## config.mk

```make
export PLATFORM = sky130hd
export DESIGN_NAME = stopwatch_core
export DESIGN_NICKNAME = d
export VERILOG_FILES = /design/src/rtl/stopwatch_pkg.sv /design/src/rtl/stopwatch_bcd_mod60.sv /design/src/rtl/stopwatch_core.sv
export SDC_FILE = /design/constraint.sdc
export NUM_CORES = 1
export LEC_CHECK = 0
export BUFFER_PORTS_ARGS = -buffer_cell sky130_fd_sc_hd__buf_2
export CORE_MARGIN = 2
export CORE_UTILIZATION = 50
export DETAILED_ROUTE_END_ITERATION = 12
export GPL_TIMING_DRIVEN = 0
export PLACE_DENSITY = 0.84
export SETUP_SLACK_MARGIN = 0.3
export SLEW_MARGIN = 20
export SYNTH_ARGS = -nofsm -noshare
export SYNTH_HDL_FRONTEND = slang
export SYNTH_SLANG_ARGS = --single-unit
```

## constraint.sdc

```tcl
create_clock -name CLK_REF -period 2.1 [get_ports CLK_REF]
set_input_delay 0 -clock CLK_REF [delete_from_list [all_inputs] [get_ports CLK_REF]]
set_output_delay 0 -clock CLK_REF [all_outputs]
set_load 0.03 [all_outputs]
```

## src/rtl/stopwatch_pkg.sv

```systemverilog
// rtl/stopwatch_pkg.sv - shared types and constants for the stopwatch timekeeping core
package stopwatch_pkg;

    // Operating modes of the timekeeping core
    typedef enum logic [1:0] {
        PAUSED = 2'd0,
        RUN    = 2'd1,
        ADJUST = 2'd2
    } sw_state_t;

    // Digit width and per-digit maxima
    localparam int        BCD_W            = 4;
    localparam logic [3:0] ONES_MAX        = 4'd9;
    localparam int        TENS_MAX_DEFAULT = 5;

    // Bit positions inside the BLANK vector
    localparam int BLANK_MIN_TENS = 3;
    localparam int BLANK_MIN_ONES = 2;
    localparam int BLANK_SEC_TENS = 1;
    localparam int BLANK_SEC_ONES = 0;

endpackage

```

## src/rtl/stopwatch_bcd_mod60.sv

```systemverilog
// rtl/stopwatch_bcd_mod60.sv - two-digit BCD counter wrapping from {tens_max,9} to 00
//
// Ports:
//   clk       in   clock
//   rst_n     in   asynchronous active-low reset, digits to 0
//   inc       in   increment enable (one count per high cycle)
//   clr       in   synchronous clear to 00, wins over inc
//   tens_max  in   highest tens digit value before wrap
//   tens      out  registered tens digit
//   ones      out  registered ones digit
//   carry_out out  combinational, high when inc is applied at the maximum value
module bcd_mod60
    import stopwatch_pkg::*;
(
    input  logic             clk,
    input  logic             rst_n,
    input  logic             inc,
    input  logic             clr,
    input  logic [BCD_W-1:0] tens_max,
    output logic [BCD_W-1:0] tens,
    output logic [BCD_W-1:0] ones,
    output logic             carry_out
);

    logic ones_at_max;
    logic tens_at_max;

    assign ones_at_max = (ones == ONES_MAX);
    assign tens_at_max = (tens == tens_max);
    assign carry_out   = inc && ones_at_max && tens_at_max;

    always_ff @(posedge clk or negedge rst_n) begin
        if (!rst_n) begin
            tens <= '0;
            ones <= '0;
        end else if (clr) begin
            tens <= '0;
            ones <= '0;
        end else if (inc) begin
            if (ones_at_max) begin
                ones <= '0;
                tens <= tens_at_max ? '0 : tens + 4'd1;
            end else begin
                ones <= ones + 4'd1;
            end
        end
    end

endmodule

```

## src/rtl/stopwatch_core.sv

```systemverilog
// rtl/stopwatch_core.sv - BCD MM:SS stopwatch with run/pause, clear and field adjust
//
// Ports:
//   CLK_REF   in   system clock
//   CLK_RES   in   asynchronous active-low reset
//   TICK_1HZ  in   count enable strobe
//   TICK_2HZ  in   adjust increment strobe
//   BLINK_PH  in   blink phase, 1 = blanked phase
//   PAUSE     in   one-cycle pulse, toggles run/pause
//   CLR       in   one-cycle pulse, clears time to 00:00
//   ADJ       in   level, selects adjust mode
//   SEL       in   level, adjust field (0 minutes, 1 seconds)
//   MIN_TENS, MIN_ONES, SEC_TENS, SEC_ONES  out  BCD digits
//   BLANK     out  per-digit blank flags [3]=MIN_TENS .. [0]=SEC_ONES
//   RUNNING   out  high in RUN
module stopwatch_core
    import stopwatch_pkg::*;
#(
    parameter int MIN_MAX = TENS_MAX_DEFAULT,
    parameter int SEC_MAX = TENS_MAX_DEFAULT
) (
    input  logic             CLK_REF,
    input  logic             CLK_RES,
    input  logic             TICK_1HZ,
    input  logic             TICK_2HZ,
    input  logic             BLINK_PH,
    input  logic             PAUSE,
    input  logic             CLR,
    input  logic             ADJ,
    input  logic             SEL,
    output logic [BCD_W-1:0] MIN_TENS,
    output logic [BCD_W-1:0] MIN_ONES,
    output logic [BCD_W-1:0] SEC_TENS,
    output logic [BCD_W-1:0] SEC_ONES,
    output logic [3:0]       BLANK,
    output logic             RUNNING
);

    sw_state_t state, state_nxt;
    sw_state_t saved, saved_nxt;
    logic [3:0] blank_nxt;
    logic       sec_inc;
    logic       min_inc;
    logic       sec_carry;
    logic       min_carry;

    // State register, saved-state flag and registered outputs
    always_ff @(posedge CLK_REF or negedge CLK_RES) begin
        if (!CLK_RES) begin
            state   <= PAUSED;
            saved   <= PAUSED;
            BLANK   <= 4'b0000;
            RUNNING <= 1'b0;
        end else begin
            state   <= state_nxt;
            saved   <= saved_nxt;
            BLANK   <= blank_nxt;
            RUNNING <= (state_nxt == RUN);
        end
    end

    always_comb begin
        state_nxt = state;
        saved_nxt = saved;
        blank_nxt = 4'b0000;
        if (ADJ) begin
            state_nxt = ADJUST;
            // Remember where we came from only on the entry cycle
            if (state != ADJUST) begin
                saved_nxt = (state == RUN) ? RUN : PAUSED;
            end
        end else if (state == ADJUST) begin
            state_nxt = saved;
        end else if (PAUSE) begin
            state_nxt = (state == RUN) ? PAUSED : RUN;
        end

        if (state_nxt == ADJUST && BLINK_PH) begin
            if (SEL) begin
                blank_nxt[BLANK_SEC_TENS] = 1'b1;
                blank_nxt[BLANK_SEC_ONES] = 1'b1;
            end else begin
                blank_nxt[BLANK_MIN_TENS] = 1'b1;
                blank_nxt[BLANK_MIN_ONES] = 1'b1;
            end
        end
    end

    // Increments are qualified by the pre-edge state, so a tick arriving with
    // PAUSE in RUN still counts, and one arriving with PAUSE in PAUSED does not.
    // The seconds carry only reaches the minutes while running; adjusting
    // seconds past 59 must leave the minutes alone.
    assign sec_inc = ((state == RUN) && TICK_1HZ) ||
                     ((state == ADJUST) && TICK_2HZ && SEL);
    assign min_inc = ((state == RUN) && sec_carry) ||
                     ((state == ADJUST) && TICK_2HZ && !SEL);

    bcd_mod60 u_sec (
        .clk       (CLK_REF),
        .rst_n     (CLK_RES),
        .inc       (sec_inc),
        .clr       (CLR),
        .tens_max  (4'(SEC_MAX)),
        .tens      (SEC_TENS),
        .ones      (SEC_ONES),
        .carry_out (sec_carry)
    );

    bcd_mod60 u_min (
        .clk       (CLK_REF),
        .rst_n     (CLK_RES),
        .inc       (min_inc),
        .clr       (CLR),
        .tens_max  (4'(MIN_MAX)),
        .tens      (MIN_TENS),
        .ones      (MIN_ONES),
        .carry_out (min_carry)
    );

    // The minutes wrap 59:59 -> 00:00 silently; its carry has no consumer.
    logic unused_min_carry;
    assign unused_min_carry = min_carry;

endmodule

```

==> results.py, run 1 <==
metrics = {
    "status": {
        "status": "finished clean",
    },
    "critical_path": {
        "cp_cell_sequence": "inv_1 -> ha_1 -> and3b_2 -> a31oi_4 -> or4_1 -> a21oi_1",
        "cp.required_ns": 2.34,
        "worstPathMaxFanout": 7,
        "cp-start-kind": "register",
        "r2r_slack_ns": 0.32,
        "slowest_stage": "or4_1",
        "reg2reg_to": "u_min.tens[1]$_DFFE_PN0P_",
        "slowest_delay_ns": 0.49,
        "end_kind": "register",
        "worst-r2r-cell-count": 6,
        "reg2reg_from": "u_sec.tens[1]$_DFFE_PN0P_",
        "arrival_ns": 2.03,
        "path_class": "reg -> reg",
    },
    "layout": {
        "fillers": 201,
        "drive_gt1_share_pct": 29.31,
        "areaGrowthSynthToFinish_pct": 24.61,
        "finalNonFillerCells": 204,
        "nets": 192,
        "antenna_cells": 0,
    },
    "clock_tree": {
        "cts_root_buf": "clkbuf_4",
        "cts_max_path_buffers": 2,
        "h-tree-depth": 1,
        "clkSinkCount": 22,
        "insertion_delay_ns": 0.31,
        "cts_buffers": 3,
        "cts_tree": "yes",
        "path_clk_slew_ns": 0.12,
    },
    "logic_synthesis": {
        "synth-edff-count": 0,
        "ys_ff_latch": 22,
        "synth_top_area_share_pct": 42.97,
        "post-synth-top-area-cell": "dfrtp_1",
        "synth_warnings": 0,
        "syn_avg_cell_area_um2": 9.633,
        "synth_area_um2": 1281,
        "synth.distinct_cells": 35,
        "syn_inst": 133,
        "synth.area.top_cells": "dfrtp_1 (43%), ha_1 (7.8%), a21oi_1 (5.5%)",
        "synth.cells.most_frequent": "dfrtp_1 (22), a21oi_1 (14), nor2_1 (13)",
        "synthFlopType": "dfrtp_1",
        "async_flop_share_pct": 100.0,
        "yosysMostFrequentCell": "dfrtp_1",
        "yosysSeqAreaShare_pct": 42.97,
        "syn_nets": 150,
    },
    "timing": {
        "max_freq_mhz": 561.1,
        "relSlewSlack_pct": 66.66,
        "setup_viol": 0,
        "hold_violations": 0,
        "period_needed_ns": 1.782,
        "fin_skew_ns": 0.0009998,
        "tightest_slew_ns": 0.5001,
        "drv_slew": 0,
        "rsz0062_at_grt": "yes",
        "min_period_over_period_pct": 84.87,
        "tns_ns": 0,
    },
    "job": {
        "drv_cap": 0,
    },
    "grt": {
        "grt_usage_pct": 20.51,
        "grt_pass1_wl_um": 4353,
        "grt_max_degree": 23,
        "grt_pass1_vias": 1021,
        "antenna_found_initial": 0,
        "grt-ovfl-total": 0,
    },
    "drt": {
        "drtAntennaViolNets": 0,
        "via_per_inst": 5.500,
        "drt_iter0_markers": 14,
        "routedWlPerCell_um": 13.15,
        "drtPass1Iterations": 4,
        "num_vias": 1122,
        "drt_wl_total_um": 2682,
        "drc": 0,
    },
    "floorplanning": {
        "die_y_um": 54.62,
        "core-area_um2": 2455,
        "rows": 18,
        "die_w_um": 54.62,
        "initial_core_util_pct": 52.19,
        "die-area_um2": 2983,
        "ios": 30,
    },
    "power_and_ir_drop": {
        "irDropWorstVdd_uv": 389.7,
        "p_per_area_nw_per_um2": 565.2,
        "p_leak_uw": 0.0007823,
    },
    "min_path": {
        "min-delay-path-class": "in -> reg",
        "hold_depth": 2,
        "hp-start": "CLR",
        "hold_end": "u_min.ones[0]$_DFFE_PN0P_",
    },
    "placed_design": {
        "numPortBuffers": 28,
        "place_congestion": 0.7324,
        "hpwl_um": 1912,
        "placed_cells": 191,
    },
}
-- area by class of cell --
type                            instances  area (um2)  area share (%)
Tap cell                               30       37.54           2.351
Clock inverter                          1       30.03           1.881
Multi-Input combinational cell         95       636.9           39.89
Inverter                                8       30.03           1.881
Buffer                                  8       67.56           4.232
Clock buffer                            3       22.52           1.411
Sequential cell                        22       551.8           34.56
Timing Repair Buffer                   37       220.2           13.79
-- registers in the layout, summed over array words and instances (netlist names) --
signal      flops
u_min.ones      4
state           2
u_min.tens      4
saved           1
RUNNING         1
BLANK           2
u_sec.ones      4
u_sec.tens      4
-- per-stage QoR --
step / setup slack [ns] / hold slack (ns) / instance area (um2) / util (%) / power (uW)
after floorplan: 0.3216 / -0.2956 / 1282 / - / 535.9
after global routing: 0.2440 / 0.04435 / 1597 / 65.04 / 945.6
after CTS: 0.3067 / 0.02063 / 1563 / 63.66 / 911.0
after detailed placement: 0.3402 / -0.003499 / 1460 / 59.48 / 577.3
after global placement: 0.3942 / -0.01175 / 1460 / 59.48 / 571.2
final: 0.3178 / 0.02889 / 1597 / 65.04 / 902.3
-- report_power, final --
part | leakage (uW) | internal (uW) | switching [uW]
logic | 0.000456 | 52.8 | 77.3
registers | 0.000299 | 438 | 9.31
clock network | 0.0000279 | 193 | 132
total | 0.000782 | 683 | 219
-- placed cells by master (no fill, tap or decap), drive strengths merged, types with 2 or more instances in the layout --
cell type     n
and3b         3
nand2         7
mux2i         2
and3          2
dlygate4sd3   5
nor2         13
a21oi        14
or3           5
inv           8
ha            8
o21ai        10
or4           4
nor3          2
a211oi        4
clkbuf        4
dfrtp        22
nand3b        3
nand3         5
buf          39
-- worst max path at each step --
stage | from | depth (start not counted) | slack, ns | to
after floorplan | u_sec.ones[1]$_DFFE_PN0P_ | 7 | 0.32 | u_min.tens[1]$_DFFE_PN0P_
after global placement | u_sec.ones[1]$_DFFE_PN0P_ | 7 | 0.39 | u_min.tens[1]$_DFFE_PN0P_
after detailed placement | u_sec.ones[1]$_DFFE_PN0P_ | 7 | 0.34 | u_min.tens[1]$_DFFE_PN0P_
after CTS | u_sec.ones[1]$_DFFE_PN0P_ | 7 | 0.31 | u_min.tens[1]$_DFFE_PN0P_
after global routing | u_sec.ones[1]$_DFFE_PN0P_ | 7 | 0.24 | u_min.tens[1]$_DFFE_PN0P_
final | u_sec.tens[1]$_DFFE_PN0P_ | 6 | 0.32 | u_min.tens[1]$_DFFE_PN0P_
-- what timing repair did --
action,4_1_cts,5_1_grt
buffers inserted,0,3
endpoints found under the hold margin,28,0
setup endpoints to repair,0,10
gates resized for setup,0,2
hold buffers,5,0
-- per-layer routing --
metal / wire length [um] / vias up / global-route usage (%)
met5: 0 / - / 0
met4: 34 / 0 / 8.750
met3: 111 / 3 / 2.459
met2: 1365 / 28 / 36.11
met1: 1169 / 537 / 24.87
li1: - / 554 / -
-- critical path, delay by kind of cell, from the launching register on --
family	cells	cell delay [ns]
buffers and inverters	1	0.07
adders and majority gates	1	0.16
DFF	1	0.44
and+or+nand+nor	2	0.74
AOI/OAI and AO/OA	2	0.29
-- logic make-up after synthesis --
group | Yosys count | synth area share, %
buf+inv | 16 | 7.323
simple gates | 50 | 22.66
compound gates | 33 | 16.11
flops | 22 | 42.97
fa+ha+maj | 8 | 7.813
mux | 3 | 2.441
xor+xnor | 1 | 0.6837
Power figures use the tool's default switching activity.
==> inputs of run 2 (changes only) <==
--- a/config.mk
+++ b/config.mk
@@ -7,10 +7,10 @@
 export LEC_CHECK = 0
 export BUFFER_PORTS_ARGS = -buffer_cell sky130_fd_sc_hd__buf_2
 export CORE_MARGIN = 2
-export CORE_UTILIZATION = 50
+export CORE_UTILIZATION = 47
 export DETAILED_ROUTE_END_ITERATION = 12
 export GPL_TIMING_DRIVEN = 0
-export PLACE_DENSITY = 0.84
+export PLACE_DENSITY = 0.83
 export SETUP_SLACK_MARGIN = 0.3
 export SLEW_MARGIN = 20
 export SYNTH_ARGS = -nofsm -noshare
==> constraint.sdc (replaced) <==
create_clock -name CLK_REF -period 1.5 [get_ports CLK_REF]
set_input_delay 0 -clock CLK_REF [delete_from_list [all_inputs] [get_ports CLK_REF]]
set_output_delay 0 -clock CLK_REF [all_outputs]
set_load 0.03 [all_outputs]
==> results.py, run 2 (synthesis gave the netlist of run 1 again) <==
metrics = {
    "timing": {
        "relSlewSlack_pct": 61.60,
        "timing.hold.ws_ns": 0.05443,
        "tightest_slew_ns": 0.5760,
        "max_freq_mhz": 578.9,
        "fin_skew_ns": 0.01563,
        "rsz0062_at_grt": "yes",
        "setup_ws_ns": -0.2273,
        "hold_violations": 0,
        "setup_viol": 14,
        "period_needed_ns": 1.727,
        "min_period_over_period_pct": 115.2,
        "drv_slew": 0,
    },
    "power_and_ir_drop": {
        "p_per_area_nw_per_um2": 707.5,
        "power_frac_seq_pct": 47.3,
        "p_leak_uw": 0.0008862,
        "power_frac_clock_pct": 34.9,
        "irDropWorstVdd_uv": 855.2,
        "total_power_uw": 1325,
        "intPower_uw": 982.9,
        "p_sw_uw": 342.2,
        "sw_frac_of_total_pct": 25.82,
        "combPwrFrac_pct": 17.8,
    },
    "critical_path": {
        "r2r_slack_ns": -0.23,
        "end_kind": "register",
        "arrival_ns": 1.99,
        "cp-start-kind": "register",
        "path_class": "reg -> reg",
        "reg2reg_from": "u_sec.ones[1]$_DFFE_PN0P_",
        "worst-r2r-cell-count": 7,
        "worstPathMaxFanout": 7,
        "cp.required_ns": 1.76,
        "reg2reg_to": "u_min.tens[2]$_DFFE_PN0P_",
    },
    "clock_tree": {
        "path_clk_slew_ns": 0.14,
        "insertion_delay_ns": 0.32,
        "cts_max_path_buffers": 2,
        "cts_root_buf": "clkbuf_4",
        "h-tree-depth": 1,
        "cts_buffers": 3,
        "clkSinkCount": 22,
        "cts_tree": "yes",
    },
    "min_path": {
        "hp-start": "PAUSE",
        "min-delay-path-class": "in -> reg",
        "hold_depth": 3,
        "hold_end": "state[1]$_DFF_PN0_",
    },
    "floorplanning": {
        "die_y_um": 56.21,
        "ios": 30,
        "rows": 18,
        "core-area_um2": 2522,
        "initial_core_util_pct": 50.79,
        "die_w_um": 56.21,
        "die-area_um2": 3160,
    },
    "layout": {
        "final_common_cell": "buf_2",
        "drive_gt1_share_pct": 48.70,
        "areaGrowthSynthToFinish_pct": 46.19,
        "antenna_cells": 0,
        "mostFrequentLayoutCells": "buf_2 (29), buf_4 (19), dfrtp_1 (17)",
        "nets": 211,
    },
    "placed_design": {
        "place_congestion": 0.7752,
        "hpwl_um": 1946,
        "numPortBuffers": 28,
    },
    "drt": {
        "drc": 0,
        "routedWlPerCell_um": 15.95,
        "drtAntennaViolNets": 0,
        "num_vias": 1274,
        "drt_wl_total_um": 3557,
        "drt_iter0_markers": 50,
        "via_per_inst": 5.713,
        "drtPass1Iterations": 4,
    },
    "job": {
        "drv_cap": 0,
    },
    "grt": {
        "grt_max_degree": 23,
        "antenna_found_initial": 0,
        "grt_usage_pct": 22.56,
        "grt-ovfl-total": 0,
        "grt_pass1_wl_um": 5561,
        "grt_pass1_vias": 1243,
    },
    "status": {
        "status": "complete, but fails checks",
        "violations": "negative setup slack",
    },
}
==> run 2: timing repair <==
action,CTS,global route
endpoints found under the hold margin,28,0
resized for setup,17,12
hold buffers,5,0
pin swaps,14,6
setup buffers,18,4
endpoints found under the setup margin,16,18
cloned,1,0
==> run 2: final cells by class <==
cell class,instances,area [um2]
tap,30,37.54
buffer,8,67.56
multi-input combinational,95,740.7
clock inverter,1,30.03
fill,177,649.4
timing repair buffer,56,387.9
clock buffer,3,22.52
inverter,8,30.03
sequential,22,556.8
==> run 2: critical path, cell delays in order, from the launching register on <==
cell and delay (ns):
dfrtp_2 0.42, inv_2 0.06, ha_4 0.12, and3b_1 0.18, buf_6 0.13, a31oi_4 0.12, or4b_4 0.51, a21oi_2 0.14
==> run 2: stage by stage <==
stage                     TNS [ns]  instance area, um2  cells  setup slack [ns]  util, %
final                       -2.215                1873    223           -0.2273    74.26
after CTS                   -1.646                1793    219           -0.2034    71.08
after global routing        -3.092                1873    223           -0.3068    74.26
after detailed placement    -1.929                1473    191           -0.2459    58.38
after global placement      -1.284                1473    191           -0.1799    58.38
after floorplan             -1.539                1295    133           -0.2009        -
==> run 2: how the worst max path moves through the flow <==
stage,endpoint,slack (ns),cells past startpoint,start
3_3_place_gp,u_min.tens[1]$_DFFE_PN0P_,-0.18,7,u_sec.ones[1]$_DFFE_PN0P_
5_1_grt,u_min.tens[2]$_DFFE_PN0P_,-0.31,8,u_sec.ones[1]$_DFFE_PN0P_
3_5_place_dp,u_min.tens[3]$_DFFE_PN0P_,-0.25,7,u_sec.ones[1]$_DFFE_PN0P_
4_1_cts,u_min.tens[2]$_DFFE_PN0P_,-0.20,7,u_sec.ones[1]$_DFFE_PN0P_
2_1_floorplan,u_min.tens[1]$_DFFE_PN0P_,-0.20,7,u_sec.ones[1]$_DFFE_PN0P_
6_report,u_min.tens[2]$_DFFE_PN0P_,-0.23,7,u_sec.ones[1]$_DFFE_PN0P_
==> run 2: power by group through the flow <==
stage	sequential (uW)	clock (uW)	combinational, uW
after floorplan	658	0	93.2
after global placement	637	0	163
after detailed placement	639	0	172
after CTS	626	473	218
after global routing	630	504	254
final	627	462	236
==> run 2: routing by layer <==
layer	global-route usage, %	share of wire (%)
met4	7.483	1.5
met3	6.047	5.8
met1	25.51	39
met5	0	0
met2	40.67	54
